`config.mk`:
```
export PLATFORM = sky130hd
export DESIGN_NAME = fifo_wr_arbiter_flat
export DESIGN_NICKNAME = d
export VERILOG_FILES = /design/src/rtl/fifo_wr_arbiter_if.sv /design/src/rtl/fifo_wr_arbiter.sv /design/src/flat_wrapper.sv
export SDC_FILE = /design/constraint.sdc
export NUM_CORES = 1
export LEC_CHECK = 0
export BUFFER_PORTS_ARGS = -buffer_cell sky130_fd_sc_hd__buf_2
export CAP_MARGIN = 20
export CORE_ASPECT_RATIO = 1.75
export CORE_MARGIN = 2
export CORE_UTILIZATION = 46
export CTS_CLUSTER_DIAMETER = 60
export CTS_CLUSTER_SIZE = 20
export DETAILED_ROUTE_END_ITERATION = 8
export PLACE_DENSITY = 0.83
export SLEW_MARGIN = 20
export SYNTH_ARGS = -nofsm -noshare
export SYNTH_HDL_FRONTEND = slang
export SYNTH_SLANG_ARGS = --single-unit
```
`constraint.sdc`:
```
create_clock -name clk -period 2 [get_ports clk]
set_clock_uncertainty 0.15 [all_clocks]
set_input_delay 0.1 -clock clk [delete_from_list [all_inputs] [get_ports clk]]
set_output_delay 0.1 -clock clk [all_outputs]
set_load 0.01 [all_outputs]
```
`src/rtl/fifo_wr_arbiter_if.sv`:
```
// Write-side bus shared by the producers, the packet arbiter and the L_FIFO write port.
// The master side drives requests and FIFO flags; the slave side is the arbiter.
interface fifo_wr_arbiter_if #(
    parameter int NUM_REQ    = 2,
    parameter int DATA_WIDTH = 8
);
    logic [NUM_REQ-1:0]            req_valid;
    logic [NUM_REQ*DATA_WIDTH-1:0] req_data;
    logic [NUM_REQ-1:0]            req_last;
    logic [NUM_REQ-1:0]            req_ready;
    logic                          fifo_wr_en;
    logic [DATA_WIDTH-1:0]         fifo_wr_data;
    logic                          fifo_wr_full;
    logic                          fifo_almost_full;

    modport master (
        output req_valid,
        output req_data,
        output req_last,
        output fifo_wr_full,
        output fifo_almost_full,
        input  req_ready,
        input  fifo_wr_en,
        input  fifo_wr_data
    );

    modport slave (
        input  req_valid,
        input  req_data,
        input  req_last,
        input  fifo_wr_full,
        input  fifo_almost_full,
        output req_ready,
        output fifo_wr_en,
        output fifo_wr_data
    );
endinterface

```
`src/rtl/fifo_wr_arbiter.sv`:
```
// Packet-level round-robin arbiter sharing one L_FIFO write port among NUM_REQ producers.
// A grant lasts for a whole packet; new grants are withheld while the FIFO is almost full.
module fifo_wr_arbiter #(
    parameter int NUM_REQ    = 2,
    parameter int DATA_WIDTH = 8,
    parameter int ID_WIDTH   = 2,
    parameter int CNT_WIDTH  = 16
) (
    input  logic                 clk,
    input  logic                 tb_rst,
    fifo_wr_arbiter_if.slave     bus,
    output logic                 busy,
    output logic [ID_WIDTH-1:0]  grant_id,
    output logic                 pkt_done,
    output logic [CNT_WIDTH-1:0] beat_cnt
);

    typedef enum logic {
        IDLE = 1'b0,
        BUSY = 1'b1
    } state_t;

    state_t                state;
    state_t                state_nxt;
    logic [ID_WIDTH-1:0]   rr_ptr;
    logic [ID_WIDTH-1:0]   rr_ptr_nxt;
    logic [ID_WIDTH-1:0]   grant_nxt;
    logic [ID_WIDTH-1:0]   grant_succ;
    logic [ID_WIDTH-1:0]   winner;
    logic                  win_found;
    logic                  pkt_done_nxt;
    logic                  sel_valid;
    logic                  sel_last;
    logic [DATA_WIDTH-1:0] sel_data;
    logic [NUM_REQ-1:0]    ready_vec;
    logic                  last_write;

    // Two-pass search: requesters at or above the pointer first, then the wrapped-around ones.
    always_comb begin
        winner    = '0;
        win_found = 1'b0;
        for (int i = 0; i < NUM_REQ; i++) begin
            if (!win_found && bus.req_valid[i] && (ID_WIDTH'(i) >= rr_ptr)) begin
                winner    = ID_WIDTH'(i);
                win_found = 1'b1;
            end
        end
        for (int i = 0; i < NUM_REQ; i++) begin
            if (!win_found && bus.req_valid[i]) begin
                winner    = ID_WIDTH'(i);
                win_found = 1'b1;
            end
        end
    end

    always_comb begin
        sel_valid = 1'b0;
        sel_last  = 1'b0;
        sel_data  = '0;
        for (int i = 0; i < NUM_REQ; i++) begin
            if (grant_id == ID_WIDTH'(i)) begin
                sel_valid = bus.req_valid[i];
                sel_last  = bus.req_last[i];
                sel_data  = bus.req_data[i*DATA_WIDTH +: DATA_WIDTH];
            end
        end
    end

    assign busy = (state == BUSY);

    // Ready is offered to the granted requester regardless of its valid, so a stalled producer sees it.
    always_comb begin
        ready_vec = '0;
        for (int i = 0; i < NUM_REQ; i++) begin
            ready_vec[i] = busy && !bus.fifo_wr_full && (grant_id == ID_WIDTH'(i));
        end
    end

    assign bus.req_ready    = ready_vec;
    assign bus.fifo_wr_en   = busy & sel_valid & ~bus.fifo_wr_full;
    assign bus.fifo_wr_data = busy ? sel_data : '0;
    assign last_write       = bus.fifo_wr_en & sel_last;
    assign grant_succ       = (grant_id == ID_WIDTH'(NUM_REQ - 1)) ? '0 : grant_id + 1'b1;

    always_comb begin
        state_nxt    = state;
        grant_nxt    = grant_id;
        rr_ptr_nxt   = rr_ptr;
        pkt_done_nxt = 1'b0;
        case (state)
            IDLE: begin
                if (!bus.fifo_almost_full && win_found) begin
                    state_nxt = BUSY;
                    grant_nxt = winner;
                end
            end
            BUSY: begin
                if (last_write) begin
                    state_nxt    = IDLE;
                    rr_ptr_nxt   = grant_succ;
                    pkt_done_nxt = 1'b1;
                end
            end
            default: state_nxt = IDLE;
        endcase
    end

    always_ff @(posedge clk or posedge tb_rst) begin
        if (tb_rst) begin
            state <= IDLE;
        end else begin
            state <= state_nxt;
        end
    end

    always_ff @(posedge clk or posedge tb_rst) begin
        if (tb_rst) begin
            grant_id <= '0;
            rr_ptr   <= '0;
            pkt_done <= 1'b0;
        end else begin
            grant_id <= grant_nxt;
            rr_ptr   <= rr_ptr_nxt;
            pkt_done <= pkt_done_nxt;
        end
    end

    // Saturating count of every beat written into the FIFO.
    always_ff @(posedge clk or posedge tb_rst) begin
        if (tb_rst) begin
            beat_cnt <= '0;
        end else if (bus.fifo_wr_en && (beat_cnt != '1)) begin
            beat_cnt <= beat_cnt + 1'b1;
        end
    end

endmodule

```
`src/flat_wrapper.sv`:
```
// flat-port wrapper written by rule: the top's interface ports become plain ports
module fifo_wr_arbiter_flat 
#(
    parameter int NUM_REQ    = 2,
    parameter int DATA_WIDTH = 8,
    parameter int ID_WIDTH   = 2,
    parameter int CNT_WIDTH  = 16
)
  (clk, tb_rst, busy, grant_id, pkt_done, beat_cnt, bus_req_valid, bus_req_data, bus_req_last, bus_fifo_wr_full, bus_fifo_almost_full, bus_req_ready, bus_fifo_wr_en, bus_fifo_wr_data);
  fifo_wr_arbiter_if #(.NUM_REQ(NUM_REQ), .DATA_WIDTH(DATA_WIDTH)) bus_i ();
  input  logic clk;
  input  logic tb_rst;
  output logic busy;
  output logic [ID_WIDTH-1:0] grant_id;
  output logic pkt_done;
  output logic [CNT_WIDTH-1:0] beat_cnt;
  input wire logic [$bits(bus_i.req_valid)-1:0] bus_req_valid;
  input wire logic [$bits(bus_i.req_data)-1:0] bus_req_data;
  input wire logic [$bits(bus_i.req_last)-1:0] bus_req_last;
  input wire logic [$bits(bus_i.fifo_wr_full)-1:0] bus_fifo_wr_full;
  input wire logic [$bits(bus_i.fifo_almost_full)-1:0] bus_fifo_almost_full;
  output wire logic [$bits(bus_i.req_ready)-1:0] bus_req_ready;
  output wire logic [$bits(bus_i.fifo_wr_en)-1:0] bus_fifo_wr_en;
  output wire logic [$bits(bus_i.fifo_wr_data)-1:0] bus_fifo_wr_data;
  assign bus_i.req_valid = bus_req_valid;
  assign bus_i.req_data = bus_req_data;
  assign bus_i.req_last = bus_req_last;
  assign bus_i.fifo_wr_full = bus_fifo_wr_full;
  assign bus_i.fifo_almost_full = bus_fifo_almost_full;
  assign bus_req_ready = bus_i.req_ready;
  assign bus_fifo_wr_en = bus_i.fifo_wr_en;
  assign bus_fifo_wr_data = bus_i.fifo_wr_data;
  fifo_wr_arbiter #(.NUM_REQ(NUM_REQ), .DATA_WIDTH(DATA_WIDTH), .ID_WIDTH(ID_WIDTH), .CNT_WIDTH(CNT_WIDTH)) u_core (.clk(clk), .tb_rst(tb_rst), .bus(bus_i), .busy(busy), .grant_id(grant_id), .pkt_done(pkt_done), .beat_cnt(beat_cnt));
endmodule
```
Word-level counts from Yosys, hierarchy flattened
Cells that the tools add are included.
{ "totals": {"reg_bits": 22, "ram_bits": 0, "mem_count": 0, "romBits": 0, "latch_bits": 0, "in_bits": 24} }
{ "op_classes": {"multipliers": 0, "n_bitwise": 5, "n_reduce_logical": 18, "addsub": 2, "n_div": 0, "order_cmp": 2, "shifts": 0, "eq_ne": 2, "n_mux": 20} }
{ "ops": {"columns": ["cell", "n"], "rows": [
  ["2-to-1 mux 8 bit", 3],
  ["adder 16 x 1 -> 16 bit (second input constant)", 1],
  ["inequality test 16 bit (second input constant)", 1],
  ["2-to-1 mux 1 bit", 13],
  ["logical AND 1 bit", 10],
  ["2-to-1 mux 2 bit", 3],
  ["logical NOT 1 bit", 5],
  [">= comparator 1 x 2 -> 1 bit (first input constant)", 2],
  ["AND reduction 2 bit", 2],
  ["AND 1 bit", 3],
  ["adder 2 x 1 -> 2 bit (second input constant)", 1],
  ["equality test 2 x 1 -> 1 bit (second input constant)", 1],
  ["logical NOT 2 bit", 1],
  ["NOT 1 bit", 2],
  ["one-hot mux 1 bit (2 select lines)", 1]
]} }

Longest topological paths before layout
Gate-level depths: netlist of the first run.
{ "depth": {"word_depth": 16, "depth_mapped": 5, "depth_no_buf": 5} }

Worst setup path before layout of the first run
OpenSTA, ideal clock, no wires.
{ "synth_path": {"path_type": "register to register", "start": "reg u_core.beat_cnt[0]", "end": "reg u_core.beat_cnt[10]", "slack_ns": 0.243, "t_required_ns": 1.719, "setup_time_ns": 0.131, "arrival_ns": 1.477, "period_less_slack_ns": 1.757, "path_buffers": 0, "stages_incl_launch_ff": 6, "cell_sequence": "dfrtp_1 > ha_1 > and3b_1 > nand4b_1 > or3b_1 > xnor2_1"} }
{ "synth_between": {"elab_chain_cells": 2, "elab_cells_between_ends": 3} }
{ "synth_rtl": {"columns": ["item", "line_no", "rtl"], "rows": [
  ["start: declaration", "fifo_wr_arbiter.sv:15", "output logic [CNT_WIDTH-1:0] beat_cnt"],
  ["start signal: assignment", "fifo_wr_arbiter.sv:133", "beat_cnt <= beat_cnt + 1'b1;"],
  ["branches (longest 2 deep; another with adder 16 x 1 -> 16 bit)", null, null]
]} }
Parallel ways; which one is timed is not known.
A chain may end at the register's enable or synchronous reset.

Worst setup path in the final report of the first run
{ "layout_path": {"start": "reg u_core.beat_cnt[0]", "end": "reg u_core.beat_cnt[1]"} }
Same word-level chain as after synthesis.

==> results of run 1 <==
-- flip-flops by register name, indices dropped and copies added, names as in the netlist --
name	cells
u_core.grant_id	1
u_core.pkt_done	1
u_core.busy	1
u_core.rr_ptr	1
u_core.beat_cnt	16
-- per-stage QoR --
step	setup WS [ns]	util (%)	hold WS, ns	cells
finish	0.149	64.8	0.0470	207
floorplan	0.243	-	-0.0862	119
global route	0.000528	64.8	0.0604	207
global placement	0.243	60.7	0.109	198
CTS	0.127	64.8	0.0381	207
detailed placement	0.151	60.7	0.124	198
-- routing by layer --
metal	up-vias	routed length (um)	GRT usage [%]
met5	-	0	0
met4	0	68	7.41
met3	8	226	2.49
met2	74	1580	38.6
met1	522	990	19.6
li1	542	-	-
-- worst min-delay path, cell delays in order --
cell and delay, ns:
buf_2 0.12, o21bai_1 0.12, mux2i_1 0.07
-- cell type report --
cell class	count	area, sq um	area share (%)
inverters	5	18.8	1.15
flip-flops and latches	20	500	30.6
well taps	26	32.5	1.99
repair buffers	61	338	20.7
multi-input cells	91	691	42.2
clock buffers	4	55.1	3.37
-- repair_timing --
item / in CTS / in global routing
gates resized for setup: 0 / 0
endpoints found under the hold margin: 23 / 0
buffers inserted: 0 / 0
hold buffers: 5 / 0
-- cell families after synthesis --
| kind of cell | Yosys count | synth area share, % |
|---|---|---|
| other | 1 | 0.306 |
| buffers and inverters | 8 | 2.86 |
| and+or+nand+nor | 52 | 27.9 |
| adders and majority gates | 1 | 1.02 |
| DFF | 20 | 40.8 |
| muxes | 15 | 13.3 |
| AOI/OAI and AO/OA | 11 | 6.02 |
| xor gates and xnor gates | 11 | 7.86 |
-- cell usage after synthesis, types with 3 or more instances --
cell      n  area (sq um)
a21oi_1   3          15.0
a31oi_1   3          18.8
and3_1    3          18.8
dfrtp_1  20           500
inv_1     5          18.8
mux2i_1  11           110
nand2_1   9          33.8
nand3_1   5          25.0
nand4_1   3          18.8
nor2_1    6          22.5
nor2b_1  10          62.6
nor3_1    5          25.0
xnor2_1   3          26.3
xor2_1    8          70.1
-- power by group through the flow --
stage / Clock, uW / Sequential (uW) / Combinational (uW)
6_report: 305 / 615 / 779
2_1_floorplan: 0 / 648 / 438
4_1_cts: 309 / 612 / 783
3_5_place_dp: 0 / 621 / 755
5_1_grt: 330 / 629 / 849
3_3_place_gp: 0 / 612 / 738
-- final timing paths --
path	start	to	slack, ns	cells past startpoint
max	u_core.beat_cnt[0]	u_core.beat_cnt[1]	0.15	5
min	bus_req_valid[1]	u_core.busy	0.05	3
max reg2reg	u_core.beat_cnt[0]	u_core.beat_cnt[1]	0.15	5
min reg2reg	u_core.beat_cnt[5]	u_core.beat_cnt[5]	0.40	1
max in group asynchronous	tb_rst	u_core.beat_cnt[14]	0.86	3
min in group asynchronous	tb_rst	u_core.beat_cnt[8]	0.36	3
==> metrics.csv, run 1 <==
metric,value,unit
run status,completed,
CP max stage delay,0.42,ns
core area,2520,sq um
placed cell areas,1530,sq um
clk buf depth,2,
CP top delay family,simple AND/OR/NAND/NOR gates,
largest net degree at the start of global routing,21,
sw frac,38.0,%
#FFs+latches synth,20,
FILL cells,217,
Worst setup SP type,flop,
Die Span Y,72.3,um
post-route ant nets,0,
Synth cell types,34,
"Min Clock Period, post-route",1.85,ns
Avg Inst Size Synth,10.3,sq um
slew margin rel.,49.5,%
P_int,1050,uW
total grt overflow,0,
DR WL/cell,13.9,um
Syn Inst Count,119,
Worst Path Required,2.00,ns
Routed WL,2870,um
power share of the combinational group,45.8,%
Initial Util,48.6,%
number of flops mapped to enable cells by yosys,0,
row cnt,24,
"commonest non-fill, non-tap cell in the layout",buf_2,
root buffer cell,clkbuf_8,
CP Data Arrival Time,1.85,ns
Switch Pwr,646,uW
die area,3110,sq um
die width,43.0,um
YS warnings,0,
Max-Cap Viols,0,
total power,1700,uW
Post-Syn Nets,144,
vias in the first global route,1131,
sequential fraction of the synthesis area,40.8,%
Cell Pwr Density,1040,nW/um^2
# diodes,0,
Worst-Skew Late Latency,0.26,ns
gr usage total,19.5,%
final setup vio count,0,
DR iter-0 viols,51,
"FFs w/ async S/R, synth",100,%
Max Transition Viols Final,0,
first-pass GRT wire length,4710,um
Hold Crit Class,input port to flop,
setup TNS,0,ns
CP bufs+invs,0,
largest fanout on the critical path,7,
Main synth FF type,dfrtp_1,
Finished Cell Area,1640,sq um
VDD IR-drop max,0.000739,V
"Critical Path, Cell by Cell",ha_1 > nand4_1 > nor4_4 > nor2_2 > mux2_4,
Synth Cell Area,1230,sq um
worst-margin pin slew,0.757,ns
GP Congestion,0.868,
FMAX,540,MHz
leakage,0.000909,uW
layout cells sized above 1,38.7,%
Vias,1146,
final hold vios,0,
final worst-path cycle share,92.5,%
CTS tree,yes,
clock sink count,20,
DR DRC count,0,
clock share of power,18.0,%
Area Overhead vs Synth,33.4,%
CTS clock-pin slew for the worst setup and hold paths,0.07,ns
"commonest cells after routing, fill and taps aside","buf_2 (53), dfrtp_1 (20), mux2i_1 (11)",
WS Path Type,flop to flop,
initial antenna violation count,0,
I/O Pins,55,
Post-DP HPWL,2240,um
first-pass iteration count of the detailed router,4,
critical path capture point type,flop,
Sequential Power Share,36.2,%
Num CTS Buffers,3,
I/O Buffers,53,
nets,207,
DR vias/cell,5.54,
CP max stage cell,dfrtp_1,
RSZ-0062 raised after global routing,no,
htree depth,1,
No activity file was read; power rests on OpenSTA's default activity.
==> inputs of run 2 (changes only) <==
Settings changed: CORE_UTILIZATION 46 to 42, PLACE_DENSITY 0.83 to 0.8.
Clock period 2 ns to 1.6 ns, I/O delays scaled along.
==> run 2 against run 1 <==
  * The run now ends with setup timing left
  * Setup slack lost 0.34 ns
  * Combinational power is 91% higher
  * Utilization is 7.9 points higher
  * Cell count increased by 21%
  * Die area grew 8.8%
  * First-iteration DRC count is 25% lower
  * Sequential cell count stayed put
  * Fmax increased by 3.5%
  * Routed wire length grew 47%
  * Count of clock-buffer cells in the layout is the same
  * Sequential power rose by 25%
  * Power rose by 56%
  * Critical path type unchanged
  * Largest power group unchanged
  * Highest routed layer unchanged
==> metrics.csv, run 2 (same netlist as run 1, synthesis figures left out) <==
metric,value,unit
Worst Path Required,1.60,ns
htree depth,1,
CP top delay family,simple AND/OR/NAND/NOR gates,
critical path capture point type,flop,
CP max stage delay,0.41,ns
DR DRC count,0,
leakage,0.00114,uW
crit path from,u_core.beat_cnt[1],
CTS tree,yes,
VDD IR-drop max,0.000987,V
crit path to,u_core.beat_cnt[10],
FF-to-FF Start,u_core.beat_cnt[1],
final worst-path cycle share,112,%
I/O Pins,55,
Vias,1372,
Cell Pwr Density,1270,nW/um^2
DR vias/cell,5.49,
post-route ant nets,0,
Routed WL,4220,um
Worst setup SP type,flop,
total power,2650,uW
R2R depth,5,
first-pass GRT wire length,5920,um
Critical Path Stages,5,
largest fanout on the critical path,4,
row cnt,26,
initial antenna violation count,0,
die area,3380,sq um
final hold vios,0,
FMAX,559,MHz
Hold Crit Class,input port to flop,
vias in the first global route,1408,
Finished Cell Area,2080,sq um
CP bufs+invs,0,
nets,248,
most flop-heavy register,u_core.beat_cnt,
I/O Buffers,53,
reg2reg setup slack,-0.19,ns
Die Span Y,75.5,um
CP max stage cell,dfrtp_1,
DR iter-0 viols,38,
"commonest cells after routing, fill and taps aside","buf_2 (53), buf_4 (40), dfrtp_1 (18)",
layout cells sized above 1,56.8,%
die width,44.8,um
Final Util,72.7,%
Worst R2R End,u_core.beat_cnt[10],
root buffer cell,clkbuf_8,
DR WL/cell,16.9,um
clock sink count,20,
gr usage total,24.2,%
Max-Cap Viols,0,
Initial Util,42.8,%
Worst-Skew Late Latency,0.26,ns
total grt overflow,0,
Num CTS Buffers,3,
largest net degree at the start of global routing,14,
GP Congestion,0.841,
first-pass iteration count of the detailed router,4,
"Critical Path, Cell by Cell",ha_4 > and3b_2 > nand4b_1 > or3b_1 > xnor2_1,
failing checks,setup timing,
final setup vio count,17,
RSZ-0062 raised after global routing,yes,
core area,2860,sq um
CP Data Arrival Time,1.79,ns
Area Overhead vs Synth,69.7,%
Post-DP HPWL,2730,um
min setup slack post-route,-0.188,ns
Max Transition Viols Final,0,
max reg flops,16,
"commonest non-fill, non-tap cell in the layout",buf_2,
placed cell areas,1780,sq um
CTS clock-pin slew for the worst setup and hold paths,0.08,ns
clk buf depth,2,
WS Path Type,flop to flop,
run status,"complete, but fails checks",
"Min Clock Period, post-route",1.79,ns
# diodes,0,
-- run 2: metrics by stage --
step                setup slack, ns  TNS [ns]  hold WS (ns)  std cells
floorplan                    -0.139    -0.441        -0.106        119
global placement             -0.120    -0.309       -0.0528        231
detailed placement           -0.168    -0.674       -0.0444        231
CTS                          -0.152    -0.621        0.0117        245
global route                 -0.268     -2.94        0.0324        250
finish                       -0.188     -1.76        0.0237        250
-- run 2: power breakdown --
part	switching, uW	internal (uW)
Clock	173	219
Combinational	703	787
Sequential	138	629
Total	1010	1640
-- run 2: layout make-up --
class / count / area [sq um]
Clock buffer: 4 / 55.1
Fill cell: 200 / 782
Inverter: 5 / 18.8
Multi-Input combinational cell: 91 / 808
Sequential cell: 20 / 503
Tap cell: 28 / 35.0
Timing Repair Buffer: 102 / 661
-- run 2: how the worst min path moves through the flow --
stage	from	end	slack, ns	cells after the start
after floorplan	tb_rst	u_core.beat_cnt[10]	-0.11	1
after global placement	tb_rst	u_core.beat_cnt[6]	-0.05	2
after detailed placement	tb_rst	u_core.beat_cnt[6]	-0.04	2
after CTS	bus_req_valid[1]	u_core.busy	0.01	3
after global routing	bus_req_last[1]	u_core.pkt_done	0.03	3
final	bus_req_valid[1]	u_core.busy	0.02	3
-- run 2: layer usage --
layer / global-route usage (%) / routed length (um) / up-vias
met2: 49.8 / 2500 / 68
met4: 14.1 / 97 / 0
met5: 0 / 0 / -
met3: 4.03 / 246 / 12
met1: 19.9 / 1380 / 667
li1: - / - / 625
-- run 2: tightest hold or removal path, stage by stage --
cell	delay (ns)
buf_2	0.10
o21bai_1	0.07
mux2i_1	0.14
-- run 2: timing repair --
action	in CTS	in global routing
hold endpoints to repair	14	0
pin swaps	13	13
endpoints found under the setup margin	14	18
gates resized for setup	10	16
hold buffers	5	0
setup buffers	5	5
==> inputs of run 3 (changes only) <==
Settings changed: RECOVER_POWER set to 100, SKIP_CTS_REPAIR_TIMING set to 1.
==> run 3 against run 2 <==
  * Largest cell class unchanged
  * Critical path type unchanged
  * Clock power decreased by 2%
  * The run ends with hold timing, setup timing left
  * Register-to-register slack got worse by 0.03 ns
  * Non-clock buffer count fell by 7
  * Sequential power shrank 1%
  * Highest routed layer unchanged
  * Global-route usage is 1.7 points lower
  * Sequential cell count stayed put
  * Hold slack worse by 0.035 ns
==> metrics.csv, run 3 (same netlist as run 1, synthesis figures left out) <==
metric,value,unit
Switch Pwr,931,uW
Vias,1320,
DR WL/cell,15.2,um
clk buf depth,2,
max reg flops,16,
Post-DP HPWL,2730,um
WS Path Type,flop to flop,
DR vias/cell,5.43,
Max Transition Viols Final,0,
Initial Util,42.8,%
die width,44.8,um
clock sink count,20,
vias in the first global route,1302,
hold path depth,3,
largest fanout on the critical path,4,
CTS tree,yes,
hold endpoint,u_core.grant_id[0],
Worst setup SP type,flop,
Hold Crit Class,input port to flop,
failing checks,"hold timing, setup timing",
hold path start,bus_req_valid[1],
GP Congestion,0.841,
FMAX,551,MHz
FF-to-FF Start,u_core.beat_cnt[1],
most flop-heavy register,u_core.beat_cnt,
Worst Path Required,1.60,ns
RSZ-0062 raised after global routing,yes,
I/O Pins,55,
min setup slack post-route,-0.214,ns
"commonest non-fill, non-tap cell in the layout",buf_2,
R2R depth,5,
VDD IR-drop max,0.000868,V
post-route ant nets,0,
sw frac,37.5,%
htree depth,1,
row cnt,26,
CP Data Arrival Time,1.81,ns
P_int,1550,uW
first-pass iteration count of the detailed router,4,
core area,2860,sq um
DR iter-0 viols,25,
Sequential Power Share,30.6,%
root buffer cell,clkbuf_8,
final worst-path cycle share,113,%
DR DRC count,0,
Worst-Skew Late Latency,0.26,ns
I/O Buffers,53,
nets,241,
total grt overflow,0,
Num CTS Buffers,3,
gr usage total,22.5,%
reg2reg setup slack,-0.21,ns
Max-Cap Viols,0,
Routed WL,3700,um
initial antenna violation count,0,
final hold vios,1,
power share of the combinational group,53.8,%
leakage,0.00107,uW
Die Span Y,75.5,um
pre-CTS setup slack,-0.168,ns
largest net degree at the start of global routing,14,
CTS clock-pin slew for the worst setup and hold paths,0.07,ns
clock share of power,15.6,%
Worst R2R End,u_core.beat_cnt[10],
Cell Pwr Density,1250,nW/um^2
die area,3380,sq um
final setup vio count,14,
layout cells sized above 1,50.2,%
"commonest cells after routing, fill and taps aside","buf_2 (48), buf_4 (31), dfrtp_1 (18)",
critical path capture point type,flop,
first-pass GRT wire length,5600,um
run status,"complete, but fails checks",
Fin Hold WS,-0.0115,ns
# diodes,0,
"Min Clock Period, post-route",1.81,ns
Area Overhead vs Synth,61.7,%
## run 3: cell count changes in the layout (fill, tap and decap cells not counted), sizes merged
cell | previous run | this run
clkbuf | 4 | 13
buf | 97 | 81
## run 3: how the worst max path moves through the flow
stage,from,end,cells past startpoint
after floorplan,u_core.beat_cnt[1],u_core.beat_cnt[10],5
after global placement,u_core.beat_cnt[1],u_core.beat_cnt[10],5
after detailed placement,u_core.beat_cnt[1],u_core.beat_cnt[10],5
after CTS,u_core.beat_cnt[1],u_core.beat_cnt[10],5
after global routing,u_core.beat_cnt[1],u_core.beat_cnt[10],5
final,u_core.beat_cnt[1],u_core.beat_cnt[10],5
## run 3: cell type report
type / instances / area [sq um]
inverters: 5 / 18.8
clock buffers: 4 / 55.1
repair buffers: 95 / 583
flip-flops and latches: 20 / 503
fillers: 219 / 880
multi-input cells: 91 / 788
well taps: 28 / 35.0
## run 3: critical path, cell delays in order, from the launching register on
cell and delay, ns:
dfrtp_1 0.42, ha_4 0.17, and3b_2 0.20, nand4b_1 0.20, or3b_1 0.44, xnor2_1 0.13
## run 3: through the flow
stage               cell area [sq um]  util, %  total power (uW)  instances  setup TNS [ns]
global route                     1980     69.3              2630        243           -2.79
floorplan                        1240        -              1360        119          -0.441
detailed placement               1780     62.1              1980        231          -0.674
global placement                 1780     62.1              1940        231          -0.309
finish                           1980     69.3              2480        243           -1.38
CTS                              1830     64.0              2390        235           -1.12
## run 3: metal layers
layer | GRT usage [%] | part of all wire, %
met5 | 0 | 0
met1 | 20.1 | 31
met4 | 7.52 | 0.92
met2 | 47.3 | 61
met3 | 3.55 | 6.4
## run 3: power groups by stage
stage | Sequential [uW] | Combinational (uW) | Clock [uW]
finish | 760 | 1340 | 387
global route | 776 | 1450 | 402
CTS | 739 | 1260 | 390
detailed placement | 744 | 1240 | 0
global placement | 733 | 1210 | 0
floorplan | 814 | 550 | 0
